==> src/rtl/fourier_pkg.sv <==
// Shared encodings for the fourier_srg engine and its job controller.
package fourier_pkg;

  // Engine operation codes driven on eng_op.
  localparam logic [1:0] OP_IDLE    = 2'b00;
  localparam logic [1:0] OP_WRITE   = 2'b01;
  localparam logic [1:0] OP_COMPUTE = 2'b10;
  localparam logic [1:0] OP_READ    = 2'b11;

  // Job controller states.
  typedef enum logic [2:0] {
    IDLE    = 3'd0,
    CLEAR   = 3'd1,
    LOAD    = 3'd2,
    COMPUTE = 3'd3,
    READ    = 3'd4,
    RELEASE = 3'd5
  } state_t;

endpackage

==> src/rtl/rr_arbiter.sv <==
// Combinational round-robin arbiter: the first active request at or after
// pointer (wrapping at NREQ) wins. The parent registers the result.
module rr_arbiter #(
  parameter int NREQ = 2,
  parameter int PTRW = 3
) (
  input  logic [NREQ-1:0] req,
  input  logic [PTRW-1:0] pointer,
  output logic [NREQ-1:0] grant
);

  // Scan priority offsets 0..NREQ-1 from the pointer; take the first hit.
  always_comb begin
    logic found;
    grant = '0;
    found = 1'b0;
    for (int i = 0; i < NREQ; i++) begin
      for (int j = 0; j < NREQ; j++) begin
        if (!found && req[j] && (j == (int'(pointer) + i) % NREQ)) begin
          grant[j] = 1'b1;
          found    = 1'b1;
        end
      end
    end
  end

endmodule

==> src/rtl/fourier_job_ctrl.sv <==
// Job controller for the shared fourier_srg engine: arbitrates requesters
// round-robin, then clears the engine, loads N samples, runs the compute
// and streams N results back to the owner.
//
// Handshakes: a transfer happens on a rising clk edge where valid && ready.
// s_valid/s_data come from the owner and are consumed when s_ready is high;
// m_valid/m_re/m_im/m_last/m_id are held stable while m_valid && !m_ready.
module fourier_job_ctrl
  import fourier_pkg::*;
#(
  parameter int N    = 100,
  parameter int NREQ = 2,
  parameter int IDW  = 3
) (
  input  logic             clk,
  input  logic             reset,
  input  logic [NREQ-1:0]  req,
  input  logic             abort,
  output logic [NREQ-1:0]  grant,
  output logic             busy,
  input  logic             s_valid,
  input  logic [31:0]      s_data,
  output logic             s_ready,
  output logic             m_valid,
  input  logic             m_ready,
  output logic [31:0]      m_re,
  output logic [31:0]      m_im,
  output logic             m_last,
  output logic [IDW-1:0]   m_id,
  output logic             eng_reset,
  output logic [31:0]      eng_addr,
  output logic [31:0]      eng_x,
  output logic [1:0]       eng_op,
  input  logic [31:0]      eng_y_re,
  input  logic [31:0]      eng_y_im,
  input  logic             eng_done
);

  localparam int CW = $clog2(N + 1);

  state_t          state, state_n;
  logic [NREQ-1:0] grant_q, grant_n, arb_gnt;
  logic [IDW-1:0]  m_id_q, m_id_n, rr_ptr, rr_ptr_n, arb_idx;
  logic [CW-1:0]   cnt, cnt_n;
  logic            rd_pend, rd_pend_n;
  logic            m_valid_q, m_valid_n, m_last_q, m_last_n;
  logic [31:0]     m_re_q, m_re_n, m_im_q, m_im_n;
  logic [1:0]      op;
  logic [31:0]     addr, x;
  logic            sr;
  logic            m_hs;

  rr_arbiter #(.NREQ(NREQ), .PTRW(IDW)) u_arb (
    .req     (req),
    .pointer (rr_ptr),
    .grant   (arb_gnt)
  );

  // Binary index of the arbiter's one-hot winner.
  always_comb begin
    arb_idx = '0;
    for (int i = 0; i < NREQ; i++) begin
      if (arb_gnt[i]) arb_idx = IDW'(i);
    end
  end

  assign m_hs = m_valid_q && m_ready;

  // Next-state, datapath updates and engine command decode.
  always_comb begin
    state_n   = state;
    grant_n   = grant_q;
    m_id_n    = m_id_q;
    rr_ptr_n  = rr_ptr;
    cnt_n     = cnt;
    rd_pend_n = rd_pend;
    m_valid_n = m_valid_q;
    m_last_n  = m_last_q;
    m_re_n    = m_re_q;
    m_im_n    = m_im_q;
    op        = OP_IDLE;
    addr      = '0;
    x         = '0;
    sr        = 1'b0;
    case (state)
      IDLE: begin
        if (|req) begin
          grant_n = arb_gnt;
          m_id_n  = arb_idx;
          cnt_n   = '0;
          state_n = CLEAR;
        end
      end
      CLEAR: begin
        state_n = abort ? RELEASE : LOAD;
      end
      LOAD: begin
        if (abort) begin
          state_n = RELEASE;
        end else begin
          sr = 1'b1;
          if (s_valid) begin
            op   = OP_WRITE;
            addr = 32'(cnt);
            x    = s_data;
            if (cnt == CW'(N - 1)) begin
              cnt_n   = '0;
              state_n = COMPUTE;
            end else begin
              cnt_n = cnt + CW'(1);
            end
          end
        end
      end
      COMPUTE: begin
        if (abort) state_n = RELEASE;
        else if (eng_done) state_n = READ;
        else op = OP_COMPUTE;
      end
      READ: begin
        if (abort) begin
          state_n   = RELEASE;
          m_valid_n = 1'b0;
          m_last_n  = 1'b0;
          rd_pend_n = 1'b0;
        end else begin
          if (m_hs) begin
            m_valid_n = 1'b0;
            m_last_n  = 1'b0;
            if (m_last_q) state_n = RELEASE;
          end
          // A read issued last cycle always finds the output slot empty.
          if (rd_pend) begin
            m_re_n    = eng_y_re;
            m_im_n    = eng_y_im;
            m_valid_n = 1'b1;
            m_last_n  = (cnt == CW'(N - 1));
            cnt_n     = cnt + CW'(1);
            rd_pend_n = 1'b0;
          end else if ((cnt < CW'(N)) && (!m_valid_q || m_ready)) begin
            op        = OP_READ;
            addr      = 32'(cnt);
            rd_pend_n = 1'b1;
          end
        end
      end
      RELEASE: begin
        grant_n   = '0;
        rr_ptr_n  = (m_id_q == IDW'(NREQ - 1)) ? '0 : m_id_q + IDW'(1);
        m_valid_n = 1'b0;
        m_last_n  = 1'b0;
        rd_pend_n = 1'b0;
        state_n   = IDLE;
      end
      default: state_n = IDLE;
    endcase
  end

  // State and datapath registers.
  always_ff @(posedge clk) begin
    if (reset) begin
      state     <= IDLE;
      grant_q   <= '0;
      m_id_q    <= '0;
      rr_ptr    <= '0;
      cnt       <= '0;
      rd_pend   <= 1'b0;
      m_valid_q <= 1'b0;
      m_last_q  <= 1'b0;
      m_re_q    <= '0;
      m_im_q    <= '0;
    end else begin
      state     <= state_n;
      grant_q   <= grant_n;
      m_id_q    <= m_id_n;
      rr_ptr    <= rr_ptr_n;
      cnt       <= cnt_n;
      rd_pend   <= rd_pend_n;
      m_valid_q <= m_valid_n;
      m_last_q  <= m_last_n;
      m_re_q    <= m_re_n;
      m_im_q    <= m_im_n;
    end
  end

  assign grant     = grant_q;
  assign busy      = (state != IDLE);
  assign s_ready   = sr;
  assign m_valid   = m_valid_q;
  assign m_last    = m_last_q;
  assign m_re      = m_re_q;
  assign m_im      = m_im_q;
  assign m_id      = m_id_q;
  assign eng_reset = reset || (state == CLEAR);
  assign eng_op    = op;
  assign eng_addr  = addr;
  assign eng_x     = x;

endmodule

==> config.mk <==
export PLATFORM = sky130hd
export DESIGN_NAME = fourier_job_ctrl
export DESIGN_NICKNAME = d
export VERILOG_FILES = /design/src/rtl/fourier_pkg.sv /design/src/rtl/rr_arbiter.sv /design/src/rtl/fourier_job_ctrl.sv
export SDC_FILE = /design/constraint.sdc
export NUM_CORES = 1
export LEC_CHECK = 0
export BUFFER_PORTS_ARGS = -buffer_cell sky130_fd_sc_hd__buf_4
export CORE_ASPECT_RATIO = 1.2
export CORE_MARGIN = 4
export CORE_UTILIZATION = 27
export DETAILED_ROUTE_END_ITERATION = 10
export PLACE_DENSITY = 0.65
export SYNTH_ARGS = -nofsm -noshare
export SYNTH_HDL_FRONTEND = slang
export SYNTH_HIERARCHICAL = 1
export SYNTH_SLANG_ARGS = --single-unit
==> constraint.sdc <==
create_clock -name clk -period 1.7 [get_ports clk]
set_input_delay 0.255 -clock clk [delete_from_list [all_inputs] [get_ports clk]]
set_output_delay 0.255 -clock clk [all_outputs]
set_load 0.005 [all_outputs]
==> results.md, run 1 <==
* Status: finished, violations left
* Failing checks: negative setup slack
* Initial antenna violation count at 0
* Critical path's largest stage delay at 360 ps
* Most frequent cells in the layout: buf_4, nand2_1, dfxtp_1, a21oi_2, buf_6
* Overflow after GRT at 0
* TritonCTS Buffers at 9
* Vias/cell at 4.79
* Commonest non-fill, non-tap cell in the layout: buf_4
* Register bit total from synthesis at between 80 and 90
* Final setup fails at about 110
* Crit. End Element: output port
* Initial Util at roughly 28%
* Setup slack after layout at -271 ps
* DR iter-0 viols at about 230
* CTS clk-pin slew, worst paths at roughly 70 ps
* Pre-antenna DRT Iters at 4
* Crit path DAT at 1720 ps
* Wire per inst at 15.8 um
* Netlist Area Pre-Place at between 3000 and 4000 um^2
* Ys async rst share at 0%
* Vias in the first global route at 3949
* CP dominant cell by count: buf_6
* Largest net degree at the start of global routing at between 70 and 80
* Metal-1 WL at 5210 um
* I/O Buffers at ~220
* Peak supply drop at 0.384 mV
* Die ar. at 15500 um^2
* Min-delay worst type: in -> reg
* ANT nets after route at 0
* CTS tree: yes
* Cts hold-fix bufs at 0
* Crit-path cells: buf_6 > nor4b_4 > buf_6 > nand2_4 > nand2_2 > and2_1 > buf_4
* CTS Sinks at between 80 and 90
* Final Max Tran Viols at 0
* Setup Skew at approximately 7.3 ps
* Post-Route WL at 14300 um
* CP Max Fanout at 8
* Via Count at about 4300
* Crit start category: register
* Synth Warn # at 6
* Tmin final at about 2000 ps
* CP Class: reg -> out
* DR WL met3 at about 1100 um
* Dpl cell area at 5560 um^2
* Chip Width at between 100 and 150 um
* GPL Wtd Cong at 0.831
* Post-synth EDFFs at 0
* Register area share after synthesis at between 40 and 50%
* Leak at 3.19 nW
* Unique masters post-synth at 43
* H-tree level count at 3
* Cell chosen for the clock root: clkbuf_16
* Maximum clock rate at around 510 MHz
* GRT Overall Usage at about 15%
* Cell at the slowest stage of the critical path: dfxtp_4
* Latest clock arrival within the worst-skew pair at between 300 and 400 ps
* Met2 routed WL at 7610 um
* Core Box Area at between 10000 and 15000 um^2
* Ratio of cells with drive above 1 in the final layout at between 50% and 60%
* Final nets at 835
* Worst path bufs/invs at 3
* Row count at 46
* PwrDens at between 700 and 800 nW/um^2
* Top delay family on crit path: simple AND/OR/NAND/NOR gates
* Worst hold slack at 155 ps
* Top routing layer used: met4
* Top-Level Pins at 244
* ANT cells at 0
* Area growth syn-to-layout at 91.7%
* WP data required at about 1400 ps
* Clk buf depth at 2
* Final Hold Viols at 0
* Cells after Synth at 478
* Final core utilization at a little over half
* First-pass GRT wire length at 18800 um
* Fin crit share at 116%
* Post-place setup slack at -118 ps
* Main flop type after synthesis: dfxtp_1
* Max Cap Viol at 0
* # DRC at 0
* Avg Cell Area, Syn at between 7 and 8 um^2
* Die height at around 140 um
* RSZ-0062 raised after global routing: true
* Post-DP HPWL at 9010 um
* Final instance area at approximately 7000 um^2
## Yosys cell counts, types with 2 or more instances
| cell type | number | area (um^2) |
|---|---|---|
| nand2_1 | 139 | 522 |
| and3_1 | 35 | 219 |
| o2111ai_1 | 3 | 26.3 |
| and2_1 | 7 | 43.8 |
| nor2_1 | 9 | 33.8 |
| o31ai_1 | 6 | 45.0 |
| or3b_2 | 2 | 17.5 |
| inv_1 | 5 | 18.8 |
| nor4b_1 | 2 | 17.5 |
| nand2b_1 | 4 | 25.0 |
| clkbuf_1 | 26 | 97.6 |
| buf_4 | 27 | 203 |
| nand3_1 | 5 | 25.0 |
| or4_1 | 5 | 37.5 |
| dfxtp_1 | 81 | 1620 |
| a21oi_1 | 79 | 395 |
| nor3_1 | 3 | 15.0 |
| nor2b_1 | 3 | 18.8 |
| buf_2 | 6 | 30.0 |
| o21ai_0 | 8 | 40.0 |
## report_power, final
part,internal [mW],total [mW],switching (mW)
combinational,0.627,1.12,0.498
sequential,1.94,1.98,0.0391
clock,1.05,1.88,0.832
total,3.61,4.98,1.37
## cell type report
class	count	area, um^2
inverter	5	18.8
tap	168	210
timing repair buffer	275	2430
fill	1167	6230
clock buffer	10	239
clock inverter	6	51.3
sequential	81	1630
multi-input combinational	358	2430
## through the flow
stage	total power, mW	TNS, ps	std cells
after floorplan	2.40	-175	504
after global placement	2.79	-504	859
after detailed placement	2.81	-803	859
after CTS	4.82	-9990	889
after global routing	5.19	-21310	903
final	4.98	-14510	903
## worst register-to-register path, delay by kind of cell, from the launching register on
family | cells | cell delay (ps)
AOI/OAI and AO/OA | 2 | 280
buffers and inverters | 1 | 130
DFF | 1 | 360
and+or+nand+nor | 2 | 1090
## state kept, by name, indices dropped and copies added, names as in the netlist
register / cells
m_last: 1
grant: 2
cnt: 7
m_im: 32
state: 3
m_id: 1
rr_ptr: 1
m_re: 32
m_valid: 1
rd_pend: 1
## timing repair
action / CTS / global route
setup buffers: 10 / 6
gates resized for setup: 26 / 189
cloned: 4 / 8
pin swaps: 12 / 91
setup endpoints to repair: 60 / 91
## per-layer routing
metal / GRT usage (%) / up-vias
met1: 16.3 / 2034
met5: 0 / -
met4: 6.86 / 0
met3: 3.31 / 24
li1: - / 2073
met2: 27.4 / 197
## path summary, 6_finish.rpt
path	startpoint	to	slack, ps	cells past startpoint
max reg2reg	state[2]	cnt[3]	-230	5
max	state[0]	eng_addr[5]	-270	7
min	eng_y_im[14]	m_im[14]	160	3
min reg2reg	m_re[23]	m_re[23]	460	2
## kinds of logic after synthesis
| group | share of synthesized area (%) |
|---|---|
| simple gates | 28.4 |
| compound gates | 16.2 |
| flops | 44.3 |
| buf+inv | 9.85 |
| mux | 0.581 |
| fa+ha+maj | 0.342 |
| other cells | 0.103 |
| xor+xnor | 0.239 |
(Power assumes the default switching activity.)
==> run 2, diff against run 1 <==
Settings changed: PLACE_DENSITY 0.65 to 0.63.
Clock period 1.7 ns to 2.1 ns, I/O delays scaled along.
==> run 2 against run 1 <==
  * The flow now finishes without violations
  * Hold slack improved by 72 ps
  * Largest power group unchanged
  * Routed wire length decreased by 11%
  * Sequential cell count is the same
  * Non-clock buffer count shrank 43
==> results.md, run 2 (synthesized netlist as in run 1, its figures left out) <==
* Status: finished, final reports clean
* Die ar. at 15500 um^2 (unchanged)
* CTS Sinks at 81 (unchanged)
* Cts hold-fix bufs at 0 (unchanged)
* Final Hold Viols at 0 (unchanged)
* Slew at the pin with the worst max-slew slack at between 600 and 700 ps
* CTS clk-pin slew, worst paths at 60 ps (about the same)
* Largest net degree at the start of global routing at 62 (-17%)
* Crit-path cells: buf_4 > nand2b_4 > or4b_4 > nand2_2 > buf_4
* GRT Overall Usage at 15.2% (+0.16 points)
* Area growth syn-to-layout at 56.3%
* Overflow after GRT at 0 (unchanged)
* Initial Util at 27.6% (unchanged)
* Leak at 2.60 nW (-18%)
* CP startpoint: state[2]
* Cell chosen for the clock root: clkbuf_16
* Post-Route WL at 12700 um (-11%)
* Placed Cells at 842 (-2.0%)
* Core Box Area at 13200 um^2 (unchanged)
* PwrDens at 631 nW/um^2 (-11%)
* ANT nets after route at 0 (unchanged)
* Cell at the slowest stage of the critical path: or4b_4
* CP Class: reg -> out
* First-pass GRT wire length at 18700 um (-0.37%)
* Vias in the first global route at 3846 (-2.6%)
* Maximum clock rate at 495 MHz
* ANT cells at 0 (unchanged)
* DR iter-0 viols at 246 (+6.5%)
* Multi-input logic area at 1820 um^2 (-25%)
* # DRC at 0 (unchanged)
* Setup crit end: eng_op[1]
* Via Count at 3995 (-7.7%)
* Total Power at 3.61 mW (-28%)
* Crit. End Element: output port
* CTS tree: yes
* Max Cap Viol at 0 (unchanged)
* Wire per inst at 14.8 um (-6.6%)
* Crit path DAT at 1710 ps (about the same)
* Tmin final at a little over 2000 ps
* Ratio of cells with drive above 1 in the final layout at 37.9% (-20 points)
* Register area at 1630 um^2 (-0.15%)
* TritonCTS Buffers at 9 (unchanged)
* Post-DP HPWL at 9750 um (+8.2%)
* Vias/cell at 4.65 (-3.0%)
* FF-to-FF Start: state[2]
* Commonest non-fill, non-tap cell in the layout: buf_4
* CP dominant cell by count: buf_4
* RR Endpoint: cnt[3]
* RSZ-0062 raised after global routing: false
* Slew margin rel. at 57.0%
* Latest clock arrival within the worst-skew pair at 330 ps (about the same)
* Final nets at 792 (-5.1%)
* Min-delay worst type: in -> reg
* Non-filler cells, final at 859 (-4.9%)
* Row count at 46 (unchanged)
* Chip Width at 114 um (unchanged)
* Initial antenna violation count at 0 (unchanged)
* WP data required at 1780 ps (+340 ps)
* Most frequent cells in the layout: buf_4, nand2_1, a21oi_1, dfxtp_1, and3_1
* Reg2reg path depth at 5 (unchanged)
* Pre-antenna DRT Iters at 6 (+2)
* CP Max Fanout at 7 (-1)
* Worst R2R Setup Slack at 110 ps (+340 ps)
* Post-place setup slack at 153 ps (+271 ps)
* GPL Wtd Cong at 0.897 (+7.9%)
* Die height at 136 um (unchanged)
* Peak supply drop at 0.398 mV (+3.6%)
* Fillers at 1367 (+17%)
* Final setup fails at 0 (-100%)
* Top-Level Pins at 244 (unchanged)
* Clk buf depth at 2 (unchanged)
* Setup slack after layout at 79.8 ps (+350 ps)
* Setup_tns at 0 ps (+14510 ps)
* Fin crit share at 96.2%
* Setup Skew at 5.46 ps (-1.85 ps)
* Critical path's largest stage delay at 540 ps (+180 ps)
* Crit start category: register
* I/O Buffers at 216 (unchanged)
* H-tree level count at 3 (unchanged)
* Final Max Tran Viols at 0 (unchanged)
[run 2: changes by cell type in the layout (fill, tap and decap cells not counted), sizes merged]
cell	previous run	this run
clkbuf	16	10
clkinv	1	3
clkinvlp	3	2
buf	269	232
inv	7	5
[run 2: worst min-delay path by stage]
stage               cells after the start  slack, ps  endpoint    startpoint
floorplan                               2        450   m_im[0]   eng_y_im[0]
detailed placement                      2        450  m_im[17]      m_im[17]
finish                                  3        230  m_im[17]  eng_y_im[17]
CTS                                     3        210  m_im[22]  eng_y_im[22]
global route                            3        220  m_im[15]  eng_y_im[15]
global placement                        2        440   m_re[9]       m_re[9]
[run 2: through the flow]
stage	instance area [um^2]	utilization [%]	hold slack [ps]
after floorplan	3760	-	451
after global placement	5390	40.7	442
after detailed placement	5390	40.7	447
after CTS	5680	42.9	214
after global routing	5720	43.2	218
final	5720	43.2	227
[run 2: critical path, delay by kind of cell (launching register included)]
kind,cells,cell delay (ps)
simple gates,3,760
flops,1,360
buf+inv,2,250
[run 2: layout make-up]
cell class | count | area share [%]
clock inverters | 5 | 0.591
flip-flops and latches | 81 | 28.5
well taps | 168 | 3.68
inverters | 5 | 0.328
clock buffers | 10 | 4.00
repair buffers | 232 | 31.0
multi-input cells | 358 | 31.9
[run 2: metal layers]
| layer | vias to the layer above | part of all wire [%] | global-route usage, % |
|---|---|---|---|
| met4 | 0 | 2.1 | 5.68 |
| met5 | - | 0 | 0 |
| met2 | 197 | 53 | 28.5 |
| met3 | 17 | 9.0 | 4.42 |
| met1 | 1806 | 36 | 15.6 |
| li1 | 1975 | - | - |
[run 2: what timing repair did]
action	4_1_cts	5_1_grt
buffers inserted	0	2
pin swaps	0	5
setup endpoints to repair	39	39
resized for setup	7	7
[run 2: power breakdown]
part           total (mW)  internal [mW]  switching, mW
Combinational       0.591          0.313          0.278
Sequential           1.62           1.57         0.0490
Clock                1.40          0.791          0.605
==> run 3, diff against run 2 <==
Settings changed: SYNTH_HIERARCHICAL 1 to unset.
==> run 3 against run 2 <==
  * Sequential share of layout area about the same
  * Hold slack worse by 2.2 ps
  * Sequential cell count unchanged
  * Register-to-register slack better by 170 ps
  * Die area down 0.57%
  * Critical path type unchanged
  * Critical endpoint is now eng_addr[0]
  * Largest cell class unchanged
==> results.md, run 3 <==
* GPL Wtd Cong at 0.877 (-2.2%)
* Top post-synthesis cells by area: dfxtp_1, nand2_1, a21oi_1, buf_4, and3_1
* Ratio of cells with drive above 1 in the final layout at 37.4% (-0.49 points)
* Most frequent cells in the layout: buf_4, nand2_1, dfxtp_1, a21oi_1, and3_1
* Peak supply drop at 0.375 mV (-5.9%)
* Leak at 2.60 nW (about the same)
* Crit-path cells: and2b_2 > o2111ai_4 > a21oi_2 > buf_4 > and2_1 > buf_4
* Max Cap Viol at 0 (unchanged)
* Pre-antenna DRT Iters at 4 (-2)
* Synth cell count leaders: nand2_1, dfxtp_1, a21oi_1
* CTS clk-pin slew, worst paths at 60 ps (about the same)
* # DRC at 0 (unchanged)
* Row count at 46 (unchanged)
* Avg Cell Area, Syn at 7.62 um^2 (-0.41%)
* Clock power frac at 44.7% (+6.0 points)
* Chip Width at 114 um (-0.28%)
* Top-count cell post-synth: nand2_1
* Sw frac at 23.1% (-2.8 points)
* Sequential share of power at 43.0% (-1.9 points)
* Wire per inst at 14.1 um (-4.8%)
* ANT nets after route at 0 (unchanged)
* CP dominant cell by count: buf_4
* WP data required at 1780 ps (about the same)
* Internal Power at 2.82 mW (+5.5%)
* Logic pwr share at 12.3% (-4.1 points)
* Switching power at 0.847 mW (-9.1%)
* PwrDens at 643 nW/um^2 (+1.9%)
* CP Class: reg -> out
* H-tree level count at 3 (unchanged)
* Post-synth EDFFs at 0 (unchanged)
* Final instance area at 5710 um^2 (-0.22%)
* Die ar. at 15400 um^2 (-0.57%)
* GRT Overall Usage at 14.8% (-0.34 points)
* Placed Cells at 837 (-0.59%)
* Area leader, netlist: dfxtp_1
* Fillers at 1332 (-2.6%)
* Most Used Layer, Global Route: met2
* Register area share after synthesis at 44.6% (+0.27 points)
* Largest net degree at the start of global routing at 66 (+6.5%)
* Synth Warn # at 0 (-6)
* Final nets at 786 (-0.76%)
* Share of the synthesized area in the top cell type at 44.6% (+0.27 points)
* Non-filler cells, final at 852 (-0.81%)
* Grt met2 use at 26.6% (-2.0 points)
* Post-Route WL at 12000 um (-5.6%)
* Commonest non-fill, non-tap cell in the layout: buf_4
* Final setup fails at 0 (unchanged)
* Dpl cell area at 5340 um^2 (-0.90%)
* Final Hold Viols at 0 (unchanged)
* Status: finished, final reports clean
* Vias/cell at 4.62 (-0.69%)
* Cell chosen for the clock root: clkbuf_16
* Top delay family on crit path: flip-flops
* Crit path DAT at 1670 ps (-40 ps)
* Via Count at 3935 (-1.5%)
* I/O Buffers at 216 (unchanged)
* Post-DP HPWL at 9300 um (-4.6%)
* Crit start category: register
* Worst path bufs/invs at 2 (unchanged)
* CTS tree: yes
* Setup_tns at 0 ps (unchanged)
* Latest clock arrival within the worst-skew pair at 330 ps (about the same)
* Ys async rst share at 0% (unchanged)
* Overflow after GRT at 0 (unchanged)
* Min-delay worst type: in -> reg
* GR Util met1 at 14.6% (-1.1 points)
* Crit. End Element: output port
* Setup Skew at 6.26 ps (+0.807 ps)
* Tmin final at 1990 ps (-31.3 ps)
* Cell at the slowest stage of the critical path: dfxtp_4
* Critical path's largest stage delay at 430 ps (-110 ps)
* DR iter-0 viols at 141 (-43%)
* Cells after Synth at 477 (-0.21%)
* Total Power at 3.67 mW (+1.7%)
* Fin crit share at 94.7% (-1.5 points)
* Top-Level Pins at 244 (unchanged)
* Register bit total from synthesis at 81 (unchanged)
* TritonCTS Buffers at 9 (unchanged)
* Initial antenna violation count at 0 (unchanged)
* Final Max Tran Viols at 0 (unchanged)
* Core Box Area at 13200 um^2 (-0.44%)
* Area growth syn-to-layout at 56.9%
* CTS Sinks at 81 (unchanged)
* Die height at 135 um (-0.29%)
* Initial Util at 27.6% (-0.050 points)
* Worst hold slack at 225 ps (-2.18 ps)
* Vias in the first global route at 3810 (-0.94%)
* Unique masters post-synth at 41 (-4.7%)
* Clk buf depth at 2 (unchanged)
* CP Max Fanout at 13 (+6)
* ANT cells at 0 (unchanged)
* First-pass GRT wire length at 18400 um (-1.8%)
* Main flop type after synthesis: dfxtp_1
* Netlist Area Pre-Place at 3640 um^2 (-0.62%)
* Routing usage on met3 at 6.28% (+1.9 points)
* Maximum clock rate at 503 MHz (+1.6%)
-- run 3: changes by cell type after synthesis, moves of 3 or more --
cell,previous run,this run
o21ai_0,8,4
buf_2,6,14
a21oi_1,79,75
a31oi_1,0,3
clkbuf_1,26,20
or4_1,5,0
nand2_1,139,142
o21bai_1,0,4
o31ai_1,6,0
-- run 3: cell families after synthesis --
group	Yosys count	share of synthesized area [%]
xor gates and xnor gates	2	0.482
and+or+nand+nor	221	27.5
buffers and inverters	67	10.3
DFF	81	44.6
other	1	0.103
adders and majority gates	1	0.344
AOI/OAI and AO/OA	104	16.7
-- run 3: worst register-to-register path, delay by kind of cell (launching register included) --
kind            cells  cell delay, ps
compound gates      2             540
buf+inv             1             180
flops               1             430
simple gates        3             550
-- run 3: metal layers --
layer  up-vias  share of wire, %
met5         -                 0
met4         0               3.0
met3        22                12
met2       185                51
met1      1788                34
li1       1940                 -
-- run 3: through the flow --
stage / utilization, % / setup slack, ps
global route: 43.3 / -11.8
finish: 43.3 / 111
CTS: 42.9 / 30.1
floorplan: - / 401
global placement: 40.5 / 273
detailed placement: 40.5 / 206
-- run 3: area by class of cell --
class / instances / area (um^2) / area share [%]
Clock buffer: 9 / 225 / 3.95
Clock inverter: 5 / 82.6 / 1.45
Inverter: 5 / 18.8 / 0.329
Multi-Input combinational cell: 355 / 1790 / 31.3
Sequential cell: 81 / 1630 / 28.5
Tap cell: 168 / 210 / 3.68
Timing Repair Buffer: 229 / 1760 / 30.8
-- run 3: worst paths after layout --
path / from / end / slack, ps / depth (start not counted)
setup / recovery: state[1] / eng_addr[0] / 110 / 6
hold / removal: eng_y_im[16] / m_im[16] / 220 / 3
setup reg to reg: state[1] / cnt[3] / 280 / 6
hold reg to reg: m_re[28] / m_re[28] / 450 / 2
-- run 3: repair_timing --
action,CTS,global route
endpoints found under the setup margin,40,40
gates resized for setup,1,8
hold buffers,0,0
pin swaps,1,0
setup buffers,1,0
-- run 3: power by group through the flow --
stage               clock network, mW  registers, mW  logic (mW)
floorplan                           0           1.60       0.235
global placement                    0           1.61       0.436
detailed placement                  0           1.61       0.444
CTS                              1.70           1.58       0.448
global route                     1.76           1.58       0.498
finish                           1.64           1.58       0.451
